$ cat src/rtl/ysyx_22050039_lsu_if.sv
// Handshake bundle between the ysyx_22050039 core, its LSU and the data bus.
// The slave modport is the LSU's view; the master modport is the core plus memory side.
interface ysyx_22050039_lsu_if #(
   parameter int unsigned XLEN = 64,
   parameter int unsigned RD_W = 5
);
   localparam int unsigned NBYTES = XLEN / 8;

   // Request from the execute stage
   logic              req_valid;
   logic              req_ready;
   logic              req_is_store;
   logic [1:0]        req_size;
   logic              req_unsigned;
   logic [XLEN-1:0]   req_base;
   logic [XLEN-1:0]   req_offset;
   logic [XLEN-1:0]   req_wdata;
   logic [RD_W-1:0]   req_rd;

   // Data bus
   logic              mem_valid;
   logic              mem_ready;
   logic [XLEN-1:0]   mem_addr;
   logic              mem_we;
   logic [XLEN-1:0]   mem_wdata;
   logic [NBYTES-1:0] mem_wmask;
   logic              mem_rvalid;
   logic [XLEN-1:0]   mem_rdata;

   // Result back to the pipeline
   logic              resp_valid;
   logic              resp_ready;
   logic [XLEN-1:0]   resp_data;
   logic [RD_W-1:0]   resp_rd;
   logic              resp_misalign;
   logic              busy;

   modport slave (
      input  req_valid, req_is_store, req_size, req_unsigned, req_base, req_offset,
             req_wdata, req_rd, mem_ready, mem_rvalid, mem_rdata, resp_ready,
      output req_ready, mem_valid, mem_addr, mem_we, mem_wdata, mem_wmask,
             resp_valid, resp_data, resp_rd, resp_misalign, busy
   );

   modport master (
      output req_valid, req_is_store, req_size, req_unsigned, req_base, req_offset,
             req_wdata, req_rd, mem_ready, mem_rvalid, mem_rdata, resp_ready,
      input  req_ready, mem_valid, mem_addr, mem_we, mem_wdata, mem_wmask,
             resp_valid, resp_data, resp_rd, resp_misalign, busy
   );
endinterface

$ cat src/rtl/ysyx_22050039_lsu.sv
// Multi-cycle load/store unit: one transaction in flight, aligned bus beats,
// lane-shifted store data and sign/zero-extended load results.
module ysyx_22050039_lsu #(
   parameter int unsigned XLEN   = 64,
   parameter int unsigned NBYTES = XLEN / 8,
   parameter int unsigned RD_W   = 5
) (
   input logic                clk,
   input logic                rst,
   ysyx_22050039_lsu_if.slave lsu
);
   localparam int unsigned OFF_W = $clog2(NBYTES);

   typedef enum logic [1:0] {StIdle, StReq, StWait, StResp} state_e;

   state_e            state_q, state_d;
   logic [XLEN-1:0]   ea_q, ea_d;
   logic [XLEN-1:0]   wdata_q, wdata_d;
   logic [XLEN-1:0]   rdata_q, rdata_d;
   logic [1:0]        size_q, size_d;
   logic              unsigned_q, unsigned_d;
   logic              is_store_q, is_store_d;
   logic              misalign_q, misalign_d;
   logic [RD_W-1:0]   rd_q, rd_d;

   logic [XLEN-1:0]   ea_new;
   logic [2:0]        align_mask;
   logic              misalign_new;
   logic [OFF_W-1:0]  off;
   logic [7:0]        size_mask;
   logic [NBYTES-1:0] byte_mask;
   logic [XLEN-1:0]   data_mask;
   logic [XLEN-1:0]   load_shift;
   logic [63:0]       load_wide;
   logic [63:0]       load_ext;

   assign off = ea_q[OFF_W-1:0];

   // Effective address of the offered request and its alignment fault
   always_comb begin
      ea_new     = lsu.req_base + lsu.req_offset;
      align_mask = 3'b000;
      unique case (lsu.req_size)
         2'd0: align_mask = 3'b000;
         2'd1: align_mask = 3'b001;
         2'd2: align_mask = 3'b011;
         2'd3: align_mask = 3'b111;
      endcase
      // A dword on a 32-bit bus cannot be carried in one beat
      misalign_new = (|(ea_new[2:0] & align_mask)) || (lsu.req_size == 2'd3 && XLEN == 32);
   end

   // Byte enables and bit mask of the registered access
   always_comb begin
      size_mask = 8'h01;
      unique case (size_q)
         2'd0: size_mask = 8'h01;
         2'd1: size_mask = 8'h03;
         2'd2: size_mask = 8'h0F;
         2'd3: size_mask = 8'hFF;
      endcase
      byte_mask = NBYTES'(size_mask) << off;
      data_mask = '0;
      for (int i = 0; i < NBYTES; i++) begin
         data_mask[8*i +: 8] = {8{size_mask[i % 8]}};
      end
   end

   // Pull the addressed lanes down to bit 0 and extend to 64 bits
   always_comb begin
      load_shift = lsu.mem_rdata >> {off, 3'b000};
      load_wide  = 64'(load_shift);
      load_ext   = load_wide;
      unique case (size_q)
         2'd0: load_ext = unsigned_q ? {56'd0, load_wide[7:0]}
                                     : {{56{load_wide[7]}}, load_wide[7:0]};
         2'd1: load_ext = unsigned_q ? {48'd0, load_wide[15:0]}
                                     : {{48{load_wide[15]}}, load_wide[15:0]};
         2'd2: load_ext = unsigned_q ? {32'd0, load_wide[31:0]}
                                     : {{32{load_wide[31]}}, load_wide[31:0]};
         2'd3: load_ext = load_wide;
      endcase
   end

   // Next-state and transaction register updates
   always_comb begin
      state_d    = state_q;
      ea_d       = ea_q;
      wdata_d    = wdata_q;
      rdata_d    = rdata_q;
      size_d     = size_q;
      unsigned_d = unsigned_q;
      is_store_d = is_store_q;
      misalign_d = misalign_q;
      rd_d       = rd_q;
      unique case (state_q)
         StIdle: begin
            if (lsu.req_valid) begin
               ea_d       = ea_new;
               wdata_d    = lsu.req_wdata;
               rdata_d    = '0;
               size_d     = lsu.req_size;
               unsigned_d = lsu.req_unsigned;
               is_store_d = lsu.req_is_store;
               misalign_d = misalign_new;
               rd_d       = lsu.req_rd;
               state_d    = misalign_new ? StResp : StReq;
            end
         end
         StReq: begin
            if (lsu.mem_ready) state_d = is_store_q ? StResp : StWait;
         end
         StWait: begin
            if (lsu.mem_rvalid) begin
               rdata_d = XLEN'(load_ext);
               state_d = StResp;
            end
         end
         StResp: begin
            if (lsu.resp_ready) state_d = StIdle;
         end
         default: state_d = StIdle;
      endcase
   end

   // State and transaction registers, synchronous reset
   always_ff @(posedge clk) begin
      if (rst) begin
         state_q    <= StIdle;
         ea_q       <= '0;
         wdata_q    <= '0;
         rdata_q    <= '0;
         size_q     <= '0;
         unsigned_q <= 1'b0;
         is_store_q <= 1'b0;
         misalign_q <= 1'b0;
         rd_q       <= '0;
      end else begin
         state_q    <= state_d;
         ea_q       <= ea_d;
         wdata_q    <= wdata_d;
         rdata_q    <= rdata_d;
         size_q     <= size_d;
         unsigned_q <= unsigned_d;
         is_store_q <= is_store_d;
         misalign_q <= misalign_d;
         rd_q       <= rd_d;
      end
   end

   // Outputs decoded from state; everything is forced low while rst is high
   always_comb begin
      lsu.req_ready     = 1'b0;
      lsu.busy          = 1'b0;
      lsu.mem_valid     = 1'b0;
      lsu.mem_addr      = '0;
      lsu.mem_we        = 1'b0;
      lsu.mem_wmask     = '0;
      lsu.mem_wdata     = '0;
      lsu.resp_valid    = 1'b0;
      lsu.resp_data     = '0;
      lsu.resp_rd       = '0;
      lsu.resp_misalign = 1'b0;
      if (!rst) begin
         lsu.req_ready = (state_q == StIdle);
         lsu.busy      = (state_q != StIdle);
         if (state_q == StReq) begin
            lsu.mem_valid = 1'b1;
            lsu.mem_addr  = ea_q & ~XLEN'(NBYTES - 1);
            lsu.mem_we    = is_store_q;
            if (is_store_q) begin
               lsu.mem_wmask = byte_mask;
               lsu.mem_wdata = (wdata_q & data_mask) << {off, 3'b000};
            end
         end
         if (state_q == StResp) begin
            lsu.resp_valid    = 1'b1;
            lsu.resp_data     = rdata_q;
            lsu.resp_rd       = rd_q;
            lsu.resp_misalign = misalign_q;
         end
      end
   end
endmodule

$ cat src/flat_wrapper.sv
// flat-port wrapper written by rule: the top's interface ports become plain ports
module ysyx_22050039_lsu_flat 
#(
   parameter int unsigned XLEN   = 64,
   parameter int unsigned NBYTES = XLEN / 8,
   parameter int unsigned RD_W   = 5
)
  (clk, rst, lsu_req_valid, lsu_req_is_store, lsu_req_size, lsu_req_unsigned, lsu_req_base, lsu_req_offset, lsu_req_wdata, lsu_req_rd, lsu_mem_ready, lsu_mem_rvalid, lsu_mem_rdata, lsu_resp_ready, lsu_req_ready, lsu_mem_valid, lsu_mem_addr, lsu_mem_we, lsu_mem_wdata, lsu_mem_wmask, lsu_resp_valid, lsu_resp_data, lsu_resp_rd, lsu_resp_misalign, lsu_busy);
  ysyx_22050039_lsu_if #(.XLEN(XLEN), .RD_W(RD_W)) lsu_i ();
  input logic clk;
  input logic rst;
  input wire logic [$bits(lsu_i.req_valid)-1:0] lsu_req_valid;
  input wire logic [$bits(lsu_i.req_is_store)-1:0] lsu_req_is_store;
  input wire logic [$bits(lsu_i.req_size)-1:0] lsu_req_size;
  input wire logic [$bits(lsu_i.req_unsigned)-1:0] lsu_req_unsigned;
  input wire logic [$bits(lsu_i.req_base)-1:0] lsu_req_base;
  input wire logic [$bits(lsu_i.req_offset)-1:0] lsu_req_offset;
  input wire logic [$bits(lsu_i.req_wdata)-1:0] lsu_req_wdata;
  input wire logic [$bits(lsu_i.req_rd)-1:0] lsu_req_rd;
  input wire logic [$bits(lsu_i.mem_ready)-1:0] lsu_mem_ready;
  input wire logic [$bits(lsu_i.mem_rvalid)-1:0] lsu_mem_rvalid;
  input wire logic [$bits(lsu_i.mem_rdata)-1:0] lsu_mem_rdata;
  input wire logic [$bits(lsu_i.resp_ready)-1:0] lsu_resp_ready;
  output wire logic [$bits(lsu_i.req_ready)-1:0] lsu_req_ready;
  output wire logic [$bits(lsu_i.mem_valid)-1:0] lsu_mem_valid;
  output wire logic [$bits(lsu_i.mem_addr)-1:0] lsu_mem_addr;
  output wire logic [$bits(lsu_i.mem_we)-1:0] lsu_mem_we;
  output wire logic [$bits(lsu_i.mem_wdata)-1:0] lsu_mem_wdata;
  output wire logic [$bits(lsu_i.mem_wmask)-1:0] lsu_mem_wmask;
  output wire logic [$bits(lsu_i.resp_valid)-1:0] lsu_resp_valid;
  output wire logic [$bits(lsu_i.resp_data)-1:0] lsu_resp_data;
  output wire logic [$bits(lsu_i.resp_rd)-1:0] lsu_resp_rd;
  output wire logic [$bits(lsu_i.resp_misalign)-1:0] lsu_resp_misalign;
  output wire logic [$bits(lsu_i.busy)-1:0] lsu_busy;
  assign lsu_i.req_valid = lsu_req_valid;
  assign lsu_i.req_is_store = lsu_req_is_store;
  assign lsu_i.req_size = lsu_req_size;
  assign lsu_i.req_unsigned = lsu_req_unsigned;
  assign lsu_i.req_base = lsu_req_base;
  assign lsu_i.req_offset = lsu_req_offset;
  assign lsu_i.req_wdata = lsu_req_wdata;
  assign lsu_i.req_rd = lsu_req_rd;
  assign lsu_i.mem_ready = lsu_mem_ready;
  assign lsu_i.mem_rvalid = lsu_mem_rvalid;
  assign lsu_i.mem_rdata = lsu_mem_rdata;
  assign lsu_i.resp_ready = lsu_resp_ready;
  assign lsu_req_ready = lsu_i.req_ready;
  assign lsu_mem_valid = lsu_i.mem_valid;
  assign lsu_mem_addr = lsu_i.mem_addr;
  assign lsu_mem_we = lsu_i.mem_we;
  assign lsu_mem_wdata = lsu_i.mem_wdata;
  assign lsu_mem_wmask = lsu_i.mem_wmask;
  assign lsu_resp_valid = lsu_i.resp_valid;
  assign lsu_resp_data = lsu_i.resp_data;
  assign lsu_resp_rd = lsu_i.resp_rd;
  assign lsu_resp_misalign = lsu_i.resp_misalign;
  assign lsu_busy = lsu_i.busy;
  ysyx_22050039_lsu #(.XLEN(XLEN), .NBYTES(NBYTES), .RD_W(RD_W)) u_core (.clk(clk), .rst(rst), .lsu(lsu_i));
endmodule
$ cat config.mk
export PLATFORM = sky130hd
export DESIGN_NAME = ysyx_22050039_lsu_flat
export DESIGN_NICKNAME = d
export VERILOG_FILES = /design/src/rtl/ysyx_22050039_lsu_if.sv /design/src/rtl/ysyx_22050039_lsu.sv /design/src/flat_wrapper.sv
export SDC_FILE = /design/constraint.sdc
export NUM_CORES = 1
export LEC_CHECK = 0
export BUFFER_PORTS_ARGS = -buffer_cell sky130_fd_sc_hd__buf_2
export CORE_AREA = 2 2 188 190
export DETAILED_ROUTE_END_ITERATION = 16
export DIE_AREA = 0 0 190 192
export GPL_TIMING_DRIVEN = 0
export PLACE_DENSITY = 0.85
export SETUP_SLACK_MARGIN = 0.5
export SKIP_LAST_GASP = 1
export SLEW_MARGIN = 20
export SYNTH_ARGS = -nofsm -noshare
export SYNTH_HDL_FRONTEND = slang
export SYNTH_SLANG_ARGS = --single-unit
$ cat constraint.sdc
create_clock -name clk -period 3.3 [get_ports clk]
set_clock_uncertainty 0.1 [all_clocks]
set_input_delay 0.495 -clock clk [delete_from_list [all_inputs] [get_ports clk]]
set_output_delay 0.495 -clock clk [all_outputs]
set_load 0.02 [all_outputs]
---- Word-level counts from Yosys, hierarchy flattened ----
Index checks and enable logic that the tools add are counted.
word-level totals
  register bits ........................... 204
  input port bits ......................... 271
  output and inout port bits .............. 211
  word-level logic and storage cells ...... 75
operators by class
  add/subtract/negate cells ............... 1
  equality and inequality tests ........... 13
  shift-type cells ........................ 3
  mux-type cells .......................... 38
  bitwise logic cells ..................... 2
  reductions and logical operators ........ 9
operator list
  cell                number
  $mux 64             12
  $pmux 64 s4         1
  $pmux 64 s2         1
  $add 64x64->64      1
  $and 64x64->64      1
  $shl 64x6->64       1
  $shr 64x6->64       1
  $pmux 8 s4          1
  $mux 8              3
  $eq 2x2->1 const B  6
  $pmux 3 s4          1
  $mux 1              11
  $mux 2              5
  $mux 5              2
  $ne 2x2->1 const B  4
  $pmux 2 s4          1
  $shl 8x3->8         1
  $eq 2x1->1 const B  3
  $logic_not 2->1     3
  $reduce_and 4->1    1
  $reduce_bool 2->1   2
  $and 3x3->3         1
  $reduce_and 3->1    1
  $reduce_or 3->1     1
  $reduce_and 2->1    1

---- Depth between registers and ports, before layout ----
Gate-level depths: netlist of the first run.
  word-level depth ........................ 7
  depth in mapped cells ................... 14
  mapped depth without buffers ............ 12

---- Worst setup path after synthesis of the first run ----
Ideal clock, no wire load.
  path type ............................... register to output
  from .................................... register u_core.ea_q[1]
  to ...................................... output lsu_mem_wmask[6]
  arrival time ............................ 2.761 ns
  required time ........................... 2.705 ns
  slack ................................... -0.056 ns
  stages on the path, launching flop included .. 7
  path buffers ............................ 4
  path through ............................ dfxtp_1 -> buf_2 -> buf_1 -> clkbuf_1 -> clkbuf_1 -> nand2_1 -> a2111oi_0
between the ends
  longest elaborated chain between the ends .. 4
ends and longest elaborated chain
  item                    line                      source
  from (decl)             ysyx_22050039_lsu.sv:17   logic [XLEN-1:0] ea_q, ea_d;
  from (signal assigned)  ysyx_22050039_lsu.sv:130  ea_q <= '0;
  from (signal assigned)  ysyx_22050039_lsu.sv:140  ea_q <= ea_d;
  $shl 8x3->8             ysyx_22050039_lsu.sv:62   byte_mask = NBYTES'(size_mask) << off;
  $mux 8                  ysyx_22050039_lsu.sv:171  if (is_store_q) begin
  $mux 8                  ysyx_22050039_lsu.sv:167  if (state_q == StReq) begin
  $mux 8                  ysyx_22050039_lsu.sv:164  if (!rst) begin
  to (decl)               flat_wrapper.sv:29        output wire logic [$bits(lsu_i.mem_wmask)-1:0] lsu_mem_wmask;
No other way between the ends.

---- Worst setup path after layout of the first run ----
  from .................................... register u_core.ea_q[0]
  to ...................................... output lsu_mem_wdata[52]
between the ends
  longest elaborated chain between the ends .. 4
ends and longest elaborated chain
  item           line                      source
  $shl 64x6->64  ysyx_22050039_lsu.sv:173  lsu.mem_wdata = (wdata_q & data_mask) << {off, 3'b000};
  $mux 64        ysyx_22050039_lsu.sv:171
  $mux 64        ysyx_22050039_lsu.sv:167
  $mux 64        ysyx_22050039_lsu.sv:164
  to (decl)      flat_wrapper.sv:28        output wire logic [$bits(lsu_i.mem_wdata)-1:0] lsu_mem_wdata;
No other way between the ends.

==> results of run 1 <==
## registers in the layout, summed over array words and instances (netlist names)
signal             cells
u_core.rd_q            5
u_core.is_store_q      1
u_core.misalign_q      1
u_core.wdata_q        64
u_core.ea_q           64
u_core.state_q         2
u_core.rdata_q        64
u_core.unsigned_q      1
u_core.size_q          2
## metal layers
| layer | vias up | track usage (%) | wire length [um] |
|---|---|---|---|
| met2 | 1420 | 64.88 | 34750 |
| met1 | 9021 | 48.76 | 28530 |
| met5 | - | 0 | 34 |
| met4 | 6 | 18.13 | 4202 |
| met3 | 271 | 7.765 | 8561 |
| li1 | 8524 | - | - |
## cells in the final DEF (no fill, tap or decap), types with 15 or more instances in the layout
cell,count
nor2_2,28
dfxtp_1,200
clkbuf_2,28
and2_1,136
ha_1,58
inv_1,18
a2bb2oi_1,15
a21oi_2,28
and2_4,15
nand4_1,17
buf_2,422
mux2i_1,36
a22oi_1,24
a211oi_2,19
buf_6,51
nor2_4,16
clkbuf_1,63
nand2_1,358
buf_4,84
xor2_1,21
nor2_1,169
o21ai_0,78
clkbuf_8,22
mux4_2,37
a21oi_1,263
xnor2_1,38
clkbuf_16,39
o21ai_1,17
o21ai_2,17
o21bai_1,17
a21o_1,34
## power groups by stage
stage | Clock (W) | Combinational (W) | Sequential, W
after floorplan | 0 | 0.00320 | 0.00311
after global placement | 0 | 0.00474 | 0.00327
after detailed placement | 0 | 0.00479 | 0.00328
after CTS | 0.00297 | 0.00545 | 0.00328
after global routing | 0.00308 | 0.00632 | 0.00335
final | 0.00297 | 0.00600 | 0.00333
## cells by family after synthesis
group | synth area share [%]
buffers and inverters | 4.807
multiplexers | 10.22
XOR/XNOR | 3.370
AND/OR/NAND/NOR | 23.85
adder cells (fa/ha/maj) | 5.598
flip-flops | 26.64
AO/OA/AOI/OAI | 25.49
other | 0.02446
## critical path: cells and delay by family (launching register included)
kind            cells  cell delay (ns)
simple gates        1             0.07
mux                 1             0.22
buf+inv             6             0.87
flops               1             0.33
compound gates      2             0.41
## final timing paths
kind | startpoint | end | slack (ns) | cells past startpoint
worst max-delay path | u_core.ea_q[0] | lsu_mem_wdata[52] | 0.26 | 10
worst min-delay path | lsu_req_wdata[61] | u_core.wdata_q[61] | 0.10 | 3
worst max register to register | u_core.ea_q[1] | u_core.rdata_q[40] | 0.59 | 14
worst min register to register | u_core.ea_q[61] | u_core.ea_q[61] | 0.35 | 2
## what timing repair did
action / in CTS / in global routing
cloned: 7 / 4
pin swaps: 52 / 55
hold endpoints to repair: 0 / 0
hold buffers: 0 / 0
resized for setup: 400 / 235
endpoints found under the setup margin: 311 / 220
buffers inserted: 35 / 25
## final cells by class
| cell class | instances | area (um^2) |
|---|---|---|
| clock buffers | 35 | 755.7 |
| plain buffers | 163 | 1301 |
| diodes | 12 | 30.03 |
| repair buffers | 547 | 3382 |
| multi-input cells | 1701 | 11870 |
| well taps | 455 | 569.3 |
| inverters | 25 | 107.6 |
| flip-flops and latches | 204 | 4091 |
| clock inverters | 12 | 132.6 |
| fillers | 2937 | 12050 |
## through the flow
stage          hold slack, ns  total power, W
3_3_place_gp           0.3309        0.008015
4_1_cts               0.08735         0.01170
6_report               0.1001         0.01230
2_1_floorplan          0.3167        0.006308
3_5_place_dp           0.3405        0.008075
5_1_grt               0.08514         0.01276
==> results.py, run 1 <==
metrics = {
    "synthesis": {
        "synth_top_area_share_pct": 26.64,
        "synth_most_common_cell": "nand2_1",
        "synth_seq_area_share_pct": 26.64,
        "syn_area_per_cell_um2": 7.339,
        "synth-async-reset-ratio_pct": 0,
        "syn_area_mm2": 0.01533,
        "synth_cells": 2089,
        "ys_top_cells_by_count": "nand2_1 (366), a21oi_1 (298), nor2_1 (212)",
        "yosysTopAreaCell": "dfxtp_1",
        "synthDistinctLibCells": 71,
        "synth-main-ff-cell": "dfxtp_1",
        "synth-seq-cells": 204,
        "yosys_warnings": 0,
        "synth_area_leaders": "dfxtp_1 (27%), a21oi_1 (9.7%), nand2_1 (9.0%)",
        "synth-edff-count": 0,
    },
    "setup_path": {
        "critPathMaxStageDelay_ns": 0.33,
        "critical_path_class": "flop to output pin",
        "cp.required_ns": 2.70,
        "cpMostUsedCell": "buf_12",
        "cp.arrival_ns": 2.45,
        "cp_cell_sequence": "buf_6 -> buf_8 -> buf_12 -> buf_12 -> buf_12 -> mux2i_1 -> nor2_1 -> a211oi_2 -> a211oi_2 -> buf_2",
        "setup.worst_path.end_class": "output pin",
        "startpoint_type": "flop",
        "cp_max_fo": 8,
        "crit_slowest_cell": "dfxtp_2",
    },
    "pwr": {
        "combPwrFrac_pct": 48.8,
        "seqPwrFrac_pct": 27.0,
        "internal_power_w": 0.006914,
        "power.density_mw_per_mm2": 553.3,
        "clkPwrFrac_pct": 24.2,
        "switching_power_w": 0.005390,
        "p_leak_nw": 9.512,
        "ir_drop_mv": 0.4021,
        "swShare_pct": 43.81,
    },
    "place": {
        "gp_congestion": 1.044,
        "place_area_mm2": 0.01848,
        "port_buffers": 478,
        "hpwl_mm": 57.92,
        "pre_cts_slack_ns": -0.7391,
        "dp.cells": 3024,
    },
    "detailed_routing": {
        "drc": 0,
        "drt_wl_total_mm": 76.08,
        "wl_per_cell_um": 24.12,
        "viasPerCell": 6.101,
        "drt_first_iter_violations": 1846,
        "dr_total_vias": 19240,
        "first_pass_iters": 6,
        "antenna_left": 0,
    },
    "sta": {
        "finalWorstSetupSlack_ns": 0.2563,
        "min_period_ns": 3.044,
        "setup_viol": 0,
        "tns_ns": 0,
        "finalHoldViolCount": 0,
        "drv_slew": 0,
        "rsz0062_at_grt": "true",
        "max_freq_mhz": 328.6,
        "post-route-period-util_pct": 92.23,
        "slew_headroom_pct": 44.93,
        "tightest_slew_ns": 0.8231,
    },
    "grt": {
        "grt_usage_pct": 39.04,
        "grt-ovfl-total": 0,
        "grt_max_degree": 14,
        "grt_pass1_vias": 18320,
        "antenna_found_initial": 14,
        "grt_first_pass_wirelength_mm": 108.6,
    },
    "final_layout": {
        "final_cell_area_mm2": 0.02224,
        "fin_cells": 3154,
        "drive_above_1_share_pct": 36.99,
        "num-nets-final": 3007,
        "syn_to_final_growth_pct": 45.02,
        "final_core_util_pct": 64.85,
    },
    "clock_tree": {
        "cts.sinks": 204,
        "htree_levels": 1,
        "cts_max_path_buffers": 3,
        "clockRootBuffer": "clkbuf_16",
        "clk_pin_slew_ns": 0.06,
        "clkLatencyLatePin_ns": 0.53,
        "numCtsBuffers": 26,
        "cts_tree": "done",
    },
    "min_path": {
        "min_path_type": "input pin to flop",
    },
    "die": {
        "die_w_um": 190,
        "core-area_mm2": 0.03429,
        "die_area_mm2": 0.03648,
        "io_pins": 482,
        "die_h_um": 192,
        "start_util_pct": 44.72,
        "rows": 68,
    },
    "flow_run": {
        "maxCapViolCount": 0,
    },
    "status": {
        "status": "complete, no violations",
    },
}
(Power assumes the default switching activity.)
==> run 2: changes to the inputs <==
Settings changed: CORE_AREA 2 2 188 190 to 3 3 189 191, DIE_AREA 0 0 190 192 to 0 0 192 194.
==> run 2 against run 1 <==
- core utilization shrank 0.52 points
- sequential share of layout area grew 0.15 points
- setup slack gained 0.030 ns
==> results.py, run 2 (synthesized netlist as in run 1, its figures left out) <==
metrics = {
    "status": {
        "status": "complete, no violations",
    },
    "place": {
        "hpwl_mm": 57.35,
        "gp_congestion": 1.005,
        "pre_cts_slack_ns": -0.7025,
        "port_buffers": 478,
        "dp.cells": 3024,
    },
    "sta": {
        "drv_slew": 0,
        "hold_slack_ns": 0.1158,
        "slew_headroom_pct": 44.68,
        "tns_ns": 0,
        "min_period_ns": 3.014,
        "finalHoldViolCount": 0,
        "finalWorstSetupSlack_ns": 0.2862,
        "tightest_slew_ns": 0.8297,
        "rsz0062_at_grt": "true",
        "setup_viol": 0,
        "max_freq_mhz": 331.8,
        "post-route-period-util_pct": 91.33,
    },
    "clock_tree": {
        "clk_pin_slew_ns": 0.06,
        "cts_max_path_buffers": 3,
        "cts.sinks": 204,
        "postCtsHoldBufs": 0,
        "numCtsBuffers": 25,
        "cts_tree": "done",
        "htree_levels": 1,
        "clockRootBuffer": "clkbuf_16",
        "clkLatencyLatePin_ns": 0.52,
    },
    "setup_path": {
        "startpoint": "u_core.ea_q[0]",
        "cp_max_fo": 5,
        "critical_path_class": "flop to output pin",
        "cp.arrival_ns": 2.42,
        "rr_worst_depth": 11,
        "setup.worst_path.end": "lsu_mem_wdata[56]",
        "timing.rr.end": "u_core.rdata_q[58]",
        "setup.worst_path.end_class": "output pin",
        "startpoint_type": "flop",
        "r2r-start": "u_core.ea_q[1]",
        "cp.required_ns": 2.70,
        "r2r_slack_ns": 0.60,
    },
    "final_layout": {
        "fin_cells": 3146,
        "final_core_util_pct": 64.33,
        "num-nets-final": 3000,
        "final_cell_mix": "buf_2 (426), nand2_1 (351), a21oi_1 (268)",
        "drive_above_1_share_pct": 36.24,
        "syn_to_final_growth_pct": 43.86,
        "reg_top3": "u_core.ea_q (64), u_core.rdata_q (64), u_core.wdata_q (64)",
        "layout_commonest_cell": "buf_2",
    },
    "die": {
        "die_area_mm2": 0.03725,
        "die_w_um": 192,
        "rows": 68,
        "io_pins": 482,
        "start_util_pct": 44.72,
        "core-area_mm2": 0.03429,
        "die_h_um": 194,
    },
    "detailed_routing": {
        "first_pass_iters": 6,
        "drt_wl_total_mm": 75.08,
        "met2WireLength_mm": 34.26,
        "drt_first_iter_violations": 1897,
        "top_layer": "met5",
        "drt-met1-wl_mm": 27.82,
        "wl_met3_mm": 8.497,
        "antenna_left": 0,
        "drc": 0,
        "dr_total_vias": 19160,
        "wl_per_cell_um": 23.87,
        "viasPerCell": 6.091,
    },
    "pwr": {
        "power.density_mw_per_mm2": 549.9,
        "swShare_pct": 43.36,
        "seqPwrFrac_pct": 27.2,
        "p_leak_nw": 9.494,
        "combPwrFrac_pct": 48.4,
        "internal_power_w": 0.006869,
        "ir_drop_mv": 0.3372,
        "clkPwrFrac_pct": 24.3,
        "switching_power_w": 0.005259,
    },
    "grt": {
        "grt_first_pass_wirelength_mm": 109.0,
        "antenna_found_initial": 19,
        "grt_usage_pct": 37.67,
        "grt_max_degree": 14,
        "grt-ovfl-total": 0,
        "grt_pass1_vias": 18330,
    },
    "min_path": {
        "min_path_type": "input pin to flop",
    },
    "flow_run": {
        "maxCapViolCount": 0,
    },
}
[run 2: cell count changes in the layout (fill, tap and decap cells not counted), sizes merged]
cell and change:
clkinvlp -2, bufinv +2, clkbuf -8, clkinv +4, buf -3, inv -1
[run 2: cell type report]
type	count	area (um^2)
Sequential cell	204	4091
Buffer	163	1242
Tap cell	455	569.3
Clock buffer	30	684.4
Antenna cell	12	30.03
Inverter	25	106.4
Multi-Input combinational cell	1701	11830
Timing Repair Buffer	541	3312
Fill cell	3024	12230
Clock inverter	15	191.4
[run 2: repair_timing]
item                                    CTS  global route
cloned                                    5             3
resized for setup                       396           196
endpoints found under the setup margin  311           206
buffers inserted                         29            28
pin swaps                                41            72
[run 2: worst max-delay path: stages (launching register included)]
cell	delay, ns
dfxtp_2	0.32
buf_6	0.12
buf_12	0.11
buf_12	0.13
buf_12	0.11
buf_16	0.11
mux4_2	0.56
a22oi_2	0.19
nor2_1	0.08
buf_4	0.16
[run 2: per-layer routing]
metal	track usage [%]	vias to the layer above
li1	-	8526
met5	0	-
met2	60.83	1401
met1	47.33	8910
met4	17.97	14
met3	8.733	312
[run 2: worst min-delay path by stage]
stage | endpoint | cells after the start | from
2_1_floorplan | u_core.ea_q[15] | 2 | u_core.ea_q[15]
3_3_place_gp | u_core.ea_q[15] | 2 | u_core.ea_q[15]
3_5_place_dp | u_core.ea_q[55] | 2 | u_core.ea_q[55]
4_1_cts | u_core.rd_q[2] | 3 | lsu_req_rd[2]
5_1_grt | u_core.wdata_q[17] | 3 | lsu_req_wdata[17]
6_report | u_core.rd_q[2] | 3 | lsu_req_rd[2]
[run 2: power by group through the flow]
stage          combinational [W]  sequential (W)  clock [W]
3_3_place_gp             0.00471         0.00325          0
3_5_place_dp             0.00477         0.00327          0
4_1_cts                  0.00541         0.00325    0.00296
2_1_floorplan            0.00320         0.00311          0
5_1_grt                  0.00625         0.00332    0.00306
6_report                 0.00587         0.00330    0.00295
[run 2: per-stage QoR]
step	power [W]	area, um^2
floorplan	0.006308	15510
global placement	0.007962	18470
detailed placement	0.008039	18470
CTS	0.01162	21050
global route	0.01264	22060
finish	0.01213	22060
